**src/rtl/d_pipe.sv**
```systemverilog
// d_pipe: DEPTH-stage valid/ready register pipeline with synchronous flush.
// Define D_PIPE_OCC_EN to add the registered occupancy counter port.
module d_pipe #(
  parameter int WIDTH = 16,
  parameter int DEPTH = 4
) (
  input  logic             clk,
  input  logic             reset,
  input  logic             flush,
  input  logic [WIDTH-1:0] in,
  input  logic             in_valid,
  output logic             in_ready,
  output logic [WIDTH-1:0] out,
  output logic             out_valid,
  input  logic             out_ready
`ifdef D_PIPE_OCC_EN
  ,
  output logic [$clog2(DEPTH+1)-1:0] occupancy
`endif
);

  logic [WIDTH-1:0] data  [DEPTH];
  logic [WIDTH-1:0] src_d [DEPTH];
  logic [DEPTH-1:0] valid;
  logic [DEPTH-1:0] src_v;
  logic [DEPTH-1:0] load;
  logic [DEPTH-1:0] drain;
  logic [DEPTH:0]   rdy;

  assign rdy[DEPTH] = out_ready;
  assign src_d[0]   = in;
  assign src_v[0]   = in_valid;

  // Stage k is ready when any stage at or after it is empty.
  for (genvar k = 0; k < DEPTH; k++) begin : gen_stage
    assign rdy[k]   = out_ready | ~(&valid[DEPTH-1:k]);
    assign load[k]  = src_v[k] & rdy[k] & ~flush;
    assign drain[k] = valid[k] & rdy[k+1];
  end

  for (genvar k = 1; k < DEPTH; k++) begin : gen_src
    assign src_d[k] = data[k-1];
    assign src_v[k] = valid[k-1];
  end

  assign in_ready  = rdy[0] & ~flush;
  assign out       = data[DEPTH-1];
  assign out_valid = valid[DEPTH-1];

  always_ff @(posedge clk or negedge reset) begin
    if (!reset) begin
      valid <= '0;
      for (int k = 0; k < DEPTH; k++) data[k] <= '0;
    end else begin
      for (int k = 0; k < DEPTH; k++) begin
        if (flush) begin
          valid[k] <= 1'b0;
        end else if (load[k]) begin
          valid[k] <= 1'b1;
          data[k]  <= src_d[k];
        end else if (drain[k]) begin
          valid[k] <= 1'b0;
        end
      end
    end
  end

`ifdef D_PIPE_OCC_EN
  localparam int OW = $clog2(DEPTH+1);

  logic          acc;
  logic          rel;
  logic [OW-1:0] occ_q;

  assign acc       = in_valid & in_ready;
  assign rel       = out_valid & out_ready;
  assign occupancy = occ_q;

  always_ff @(posedge clk or negedge reset) begin
    if (!reset) begin
      occ_q <= '0;
    end else if (flush) begin
      occ_q <= '0;
    end else if (acc && !rel) begin
      occ_q <= occ_q + OW'(1);
    end else if (rel && !acc) begin
      occ_q <= occ_q - OW'(1);
    end
  end
`endif

endmodule

```
**config.mk**
```make
export PLATFORM = sky130hd
export DESIGN_NAME = d_pipe
export DESIGN_NICKNAME = d
export VERILOG_FILES = /design/src/rtl/d_pipe.sv
export SDC_FILE = /design/constraint.sdc
export NUM_CORES = 1
export LEC_CHECK = 0
export BUFFER_PORTS_ARGS = -buffer_cell sky130_fd_sc_hd__buf_2
export CAP_MARGIN = 20
export CORE_MARGIN = 2
export CORE_UTILIZATION = 37
export CTS_BUF_LIST = sky130_fd_sc_hd__clkbuf_8
export DETAILED_ROUTE_END_ITERATION = 10
export SLEW_MARGIN = 25
export SYNTH_ARGS = -nofsm -noshare
export SYNTH_HDL_FRONTEND = slang
export SYNTH_SLANG_ARGS = --single-unit
```
**constraint.sdc**
```tcl
create_clock -name clk -period 2.91 [get_ports clk]
set_input_delay 0.4365 -clock clk [delete_from_list [all_inputs] [get_ports clk]]
set_output_delay 0.4365 -clock clk [all_outputs]
set_load 0.02 [all_outputs]
```
==> results of run 1 <==
[logic make-up (layout without fill, tap and decap cells)]
family	after synthesis	in the layout	share of synthesized area [%]
multiplexers	64	64	27.6
buffers and inverters	25	59	6.96
AO/OA/AOI/OAI	5	5	1.23
AND/OR/NAND/NOR	11	11	2.41
flip-flops	68	68	61.8
[layout by cell type, fill, tap and decap left out]
| cell | instances |
|---|---|
| buf_4 | 4 |
| mux2_4 | 10 |
| nor2b_1 | 1 |
| a21oi_2 | 1 |
| clkinvlp_4 | 2 |
| dfrtp_1 | 68 |
| a21oi_1 | 3 |
| nor3b_2 | 1 |
| buf_2 | 38 |
| and4b_1 | 1 |
| nor2_1 | 6 |
| nand2b_1 | 1 |
| clkinv_4 | 1 |
| or3b_1 | 1 |
| a211o_2 | 1 |
| inv_1 | 1 |
| clkinv_2 | 4 |
| clkbuf_8 | 9 |
| mux2_2 | 54 |
[power groups by stage]
stage	clock [mW]	combinational, mW	sequential, mW
4_1_cts	0.683	0.541	1.35
5_1_grt	0.730	0.580	1.39
6_report	0.656	0.531	1.35
3_3_place_gp	0	0.524	1.37
2_1_floorplan	0	0.518	1.32
3_5_place_dp	0	0.539	1.37
[per-stage QoR]
stage	total power, mW	setup slack (ps)	hold slack [ps]
final	2.54	923	69.9
after floorplan	1.84	1100	141
after CTS	2.58	888	85.5
after global routing	2.70	782	105
after global placement	1.89	753	449
after detailed placement	1.91	709	454
[sequential cells by signal, summed over array words and instances, names as in the netlist]
signal and flops:
valid 4, data 48, out 16
[final timing paths]
path,endpoint,slack (ps),depth (start not counted)
worst max-delay path,data[36],920,3
worst min-delay path,data[50],70,1
worst max register to register,data[36],920,3
worst min register to register,out[8],500,1
max in group asynchronous,data[35],2150,2
min in group clk,data[48],330,2
[cell type report]
class | instances | area, um2
clock inverters | 7 | 43.8
inverters | 1 | 3.75
multi-input cells | 80 | 858
fillers | 697 | 4140
repair buffers | 42 | 220
well taps | 99 | 124
clock buffers | 9 | 124
flip-flops and latches | 68 | 1700
[layer usage]
layer / vias up / wire length, um
met4: 0 / 79
met1: 665 / 2110
met3: 6 / 213
met2: 29 / 1740
met5: - / 0
li1: 641 / -
==> impl_results.md, run 1 <==
* Status: complete, no violations
* GR Util met1 at roughly 16%
* Reg power frac at 53.2%
* H-tree levels at 3
* CP arrival at 2210 ps
* Clock Skews at 8.11 ps
* Total setup buffers inserted after CTS at 0
* DR DRC count at 0
* Clock Pin Slew Worst Setup and Hold Paths at 70 ps
* Die W at roughly 90 um
* Diodes inserted at 0
* Drt first pass iters at 4
* Clock power share at 25.9%
* Cells after synthesis at 173
* Max_cap viols at 0
* M3 GR Usage at 4.27%
* Logic pwr share at between 20% and 30%
* GRT met2 Usage at 15.7%
* Synthesis-to-layout area growth at 11.8%
* Top cell type's share of synthesized area at a little over 60%
* # setup viols final at 0
* Layout Utilization at 42.6%
* Tightest Pin Transition at 895 ps
* CTS tree: built
* Post-DP HPWL at roughly 2800 um
* Initial Util at roughly two fifths
* Power Internal at 1.82 mW
* Seq/Total Area, Yosys at 61.8%
* Placed cells at 290
* Number of global-route vias before repair at 1454
* Syn_nets at 194
* Initial antenna violation count at 0
* Cell Chain, Critical Path: and4b_1 -> or3b_1 -> mux2_2
* Vias/cell at roughly 4.4
* Crit-path max cell delay at 730 ps
* Top cells by count, synth: dfrtp_1 (68), mux2_2 (54), buf_4 (16), mux2_4 (10), nor2_1 (6)
* Core Region at 0.00721 mm2
* GRT Max-Usage Layer: met1
* Num CTS Buffers at 9
* IO Pins at 39
* Critical path type: flip-flop to flip-flop
* Post-route insts no fill at 306
* Hold violation total from the final report at 0
* Clk Tree Root Cell: clkbuf_8
* Rel. slew slack at 40.3%
* Most common cell in the netlist: dfrtp_1
* Vias at approximately 1300
* Post-synth top flop: dfrtp_1
* Synth warnings at 0
* GRT Residual Overflow at 0
* Final min period at 1990 ps
* Class of the worst hold path: primary input to asynchronous set/reset pin
* P_leak at 1.47 nW
* Row cnt at 31
* Tcrit/Tclk final at between 60 and 70%
* DR iter-0 viols at a little under 70
* DR WL/cell at 13.5 um
* PD cells at 825 mW/mm2
* IO Port Bufs at 38
* Syn_area_per_cell at about 16 um2
* Clock sinks at 68
* Setup TNS at 0 ps
* Clock Latency Late Sink at 340 ps
* Buffers and inverters on the worst path at 0
* Ys async rst share at 100%
* Final Cell Area at a little over 0.003 mm2
* Maximum root-to-sink buffer count at 2
* CP Capture Type: flip-flop
* Crit path max fanout at 16
* CP startpoint kind: flip-flop
* VDD IR max at 0.000253 V
* Placer Congestion at 0.755
* Hold-fix buffers at CTS at 0
* EDFF count, synth at 0
* Routed Antenna Nets at 0
* Fin. max-slew vios at 0
* Total die area at 0.00814 mm2
* Max Clock Freq at 0.503 GHz
* Nets at 223
* Post-synth cell types at 17
* Worst setup path start: valid[2]
* Largest net degree at the start of global routing at 25
* Post-cts sizing count at 0
* Yosys top cell by area: dfrtp_1
* Critical Path RT at 3130 ps
* Unrepaired setup endpoints after global routing: false
* Placed Area at 0.00291 mm2
* Worst r2r src: valid[2]
* First-pass GRT wire length at 7240 um
* Synth top area cells: dfrtp_1 (62%), mux2_2 (22%), mux2_4 (5.5%)
* Gr usage total at 11.6%
* Post-Route WL at 4150 um
* Slowest cell on the critical path: or3b_1
* Share of layout cells above drive strength 1 at 60.4%
* Synthesized flop and latch total at approximately 70
* Worst path top cell family by delay: simple AND/OR/NAND/NOR gates
* Die Y-Extent at around 90 um
* Sw Share at between 20% and 30%
* Post-Syn Area at 0.00275 mm2
* Switching power total at 0.720 mW
No activity file was read; power rests on OpenSTA's default activity.
==> run 2, diff against run 1 <==
clock period = 1.9 ns   (was 2.91 ns; I/O delays follow)
==> run 2 against run 1 <==
  * Largest cell class unchanged
  * Clock-buffer cell count up 1
  * Clock skew is 2.4 ps lower
  * Via count is 3.7% higher
  * Global-route usage about the same
  * Cell count rose by 0.98%
  * Sequential power is 53% higher
  * Register-to-register slack got worse by 740 ps
  * Hold slack gained 100 ps
==> impl_results.md, run 2 (synthesized netlist as in run 1, its figures left out) <==
* Commonest non-fill, non-tap cell in the layout: dfrtp_1
* Final min period at 1720 ps (-272 ps)
* Crit path max fanout at 16 (unchanged)
* Final Cell Area at 0.00321 mm2 (+4.3%)
* GRT Max-Usage Layer: met2
* DR WL/cell at 13.5 um (-0.13%)
* Largest Register: data
* # setup viols final at 0 (unchanged)
* VDD IR max at 0.000415 V (+64%)
* CP arrival at 1940 ps (-270 ps)
* Gr usage total at 11.7% (+0.037 points)
* P_leak at 1.53 nW (+4.0%)
* Die Y-Extent at 90.2 um (unchanged)
* Worst reg2reg path depth at 4 (+1)
* Class of the worst hold path: primary input to flip-flop
* Setup TNS at 0 ps (unchanged)
* Row cnt at 31 (unchanged)
* H-tree levels at 3 (unchanged)
* Placer Congestion at 0.800 (+6.0%)
* Post-Route WL at 4180 um (+0.84%)
* Largest net degree at the start of global routing at 29 (+16%)
* Rel. slew slack at 64.5% (+24 points)
* CP Capture Type: flip-flop
* Routed Antenna Nets at 0 (unchanged)
* Flip-flop count of the largest register after layout at 48 (unchanged)
* Synthesis-to-layout area growth at 16.6%
* Post-cts sizing count at 0 (unchanged)
* Hold endpoint: data[49]
* CTS tree: built
* Reg2Reg Setup Slack at 180 ps (-740 ps)
* Multi-input logic area at 858 um2 (unchanged)
* Initial Util at 38.1% (unchanged)
* Tightest Pin Transition at 532 ps (-363 ps)
* Maximum root-to-sink buffer count at 2 (unchanged)
* CP startpoint kind: flip-flop
* Vias at 1391 (+3.7%)
* Clk Tree Root Cell: clkbuf_8
* PD cells at 1350 mW/mm2 (+64%)
* GR Util met1 at 16.0% (-0.20 points)
* Number of global-route vias before repair at 1500 (+3.2%)
* Diodes inserted at 0 (unchanged)
* Clock Skews at 5.69 ps (-2.42 ps)
* Clock Pin Slew Worst Setup and Hold Paths at 70 ps (about the same)
* Max_cap viols at 0 (unchanged)
* Num CTS Buffers at 9 (unchanged)
* Hold_sp: in[1]
* Hold violation total from the final report at 0 (unchanged)
* Status: complete, no violations
* Critical path type: flip-flop to flip-flop
* Tcrit/Tclk final at 90.3% (+22 points)
* Share of layout cells above drive strength 1 at 60.5% (+0.090 points)
* Vias/cell at 4.50 (+2.7%)
* M3 GR Usage at 3.94% (-0.34 points)
* DR DRC count at 0 (unchanged)
* DR iter-0 viols at 42 (-39%)
* Register area at 0.00170 mm2 (unchanged)
* Worst r2r src: valid[2]
* Critical Path RT at 2120 ps (-1010 ps)
* Nets at 226 (+1.3%)
* IO Port Bufs at 38 (unchanged)
* Max Clock Freq at 0.583 GHz (+16%)
* Worst reg2reg endpoint: data[42]
* Fin. max-slew vios at 0 (unchanged)
* Core Region at 0.00721 mm2 (unchanged)
* Most frequent cells in the layout: dfrtp_1 (68), mux2_2 (54), buf_2 (38)
* Placed Area at 0.00295 mm2 (+1.4%)
* First-pass GRT wire length at 7340 um (+1.4%)
* Hold path cells at 2
* Drt first pass iters at 4 (unchanged)
* Total die area at 0.00814 mm2 (unchanged)
* Clock Latency Late Sink at 340 ps (about the same)
* Initial antenna violation count at 0 (unchanged)
* Clock sinks at 68 (unchanged)
* GRT Residual Overflow at 0 (unchanged)
* Fillcell total at 691 (-0.86%)
* IO Pins at 39 (unchanged)
* Unrepaired setup endpoints after global routing: false
* Post-DP HPWL at 2860 um (+2.4%)
* Die W at 90.2 um (unchanged)
* GRT met2 Usage at 16.3% (+0.63 points)
-- run 2: worst max-delay path: stages (launching register included) --
cell and delay (ps):
dfrtp_1 420, and4b_1 270, or3b_1 360, buf_4 230
mux2_4 320
-- run 2: routing by layer --
layer / share of wire (%) / vias up
li1: - / 651
met5: 0 / -
met1: 49 / 700
met3: 4.4 / 10
met4: 2.3 / 0
met2: 44 / 30
-- run 2: area by class of cell --
type	count	share of cell area, %
flip-flops and latches	68	53.1
multi-input cells	80	26.8
repair buffers	45	8.43
clock buffers	10	4.29
well taps	99	3.86
clock inverters	6	3.47
inverters	1	0.117
-- run 2: worst max-delay path by stage --
stage	endpoint	startpoint	slack (ps)	cells past startpoint
global placement	data[42]	valid[2]	240	4
global route	data[41]	valid[2]	110	4
floorplan	data[38]	valid[3]	90	6
detailed placement	data[41]	valid[2]	200	4
CTS	data[42]	valid[2]	180	4
finish	data[42]	valid[2]	180	4
-- run 2: power by group --
group | internal (mW) | switching (mW) | leakage (nW)
Combinational | 0.462 | 0.358 | 0.571
Sequential | 1.86 | 0.202 | 0.835
Clock | 0.907 | 0.539 | 0.122
-- run 2: metrics by stage --
stage	setup WS (ps)	total power, mW	instances	hold slack [ps]	utilization [%]
6_report	184	4.33	309	174	44.5
4_1_cts	180	4.40	309	161	44.5
3_5_place_dp	199	2.94	292	301	40.9
5_1_grt	107	4.58	309	164	44.5
2_1_floorplan	92.1	2.82	173	-10.6	-
3_3_place_gp	241	2.90	292	293	40.9
-- run 2: what timing repair did --
item                                   CTS  global route
hold buffers                             1             0
endpoints found under the hold margin   20             0
buffers inserted                         0             0
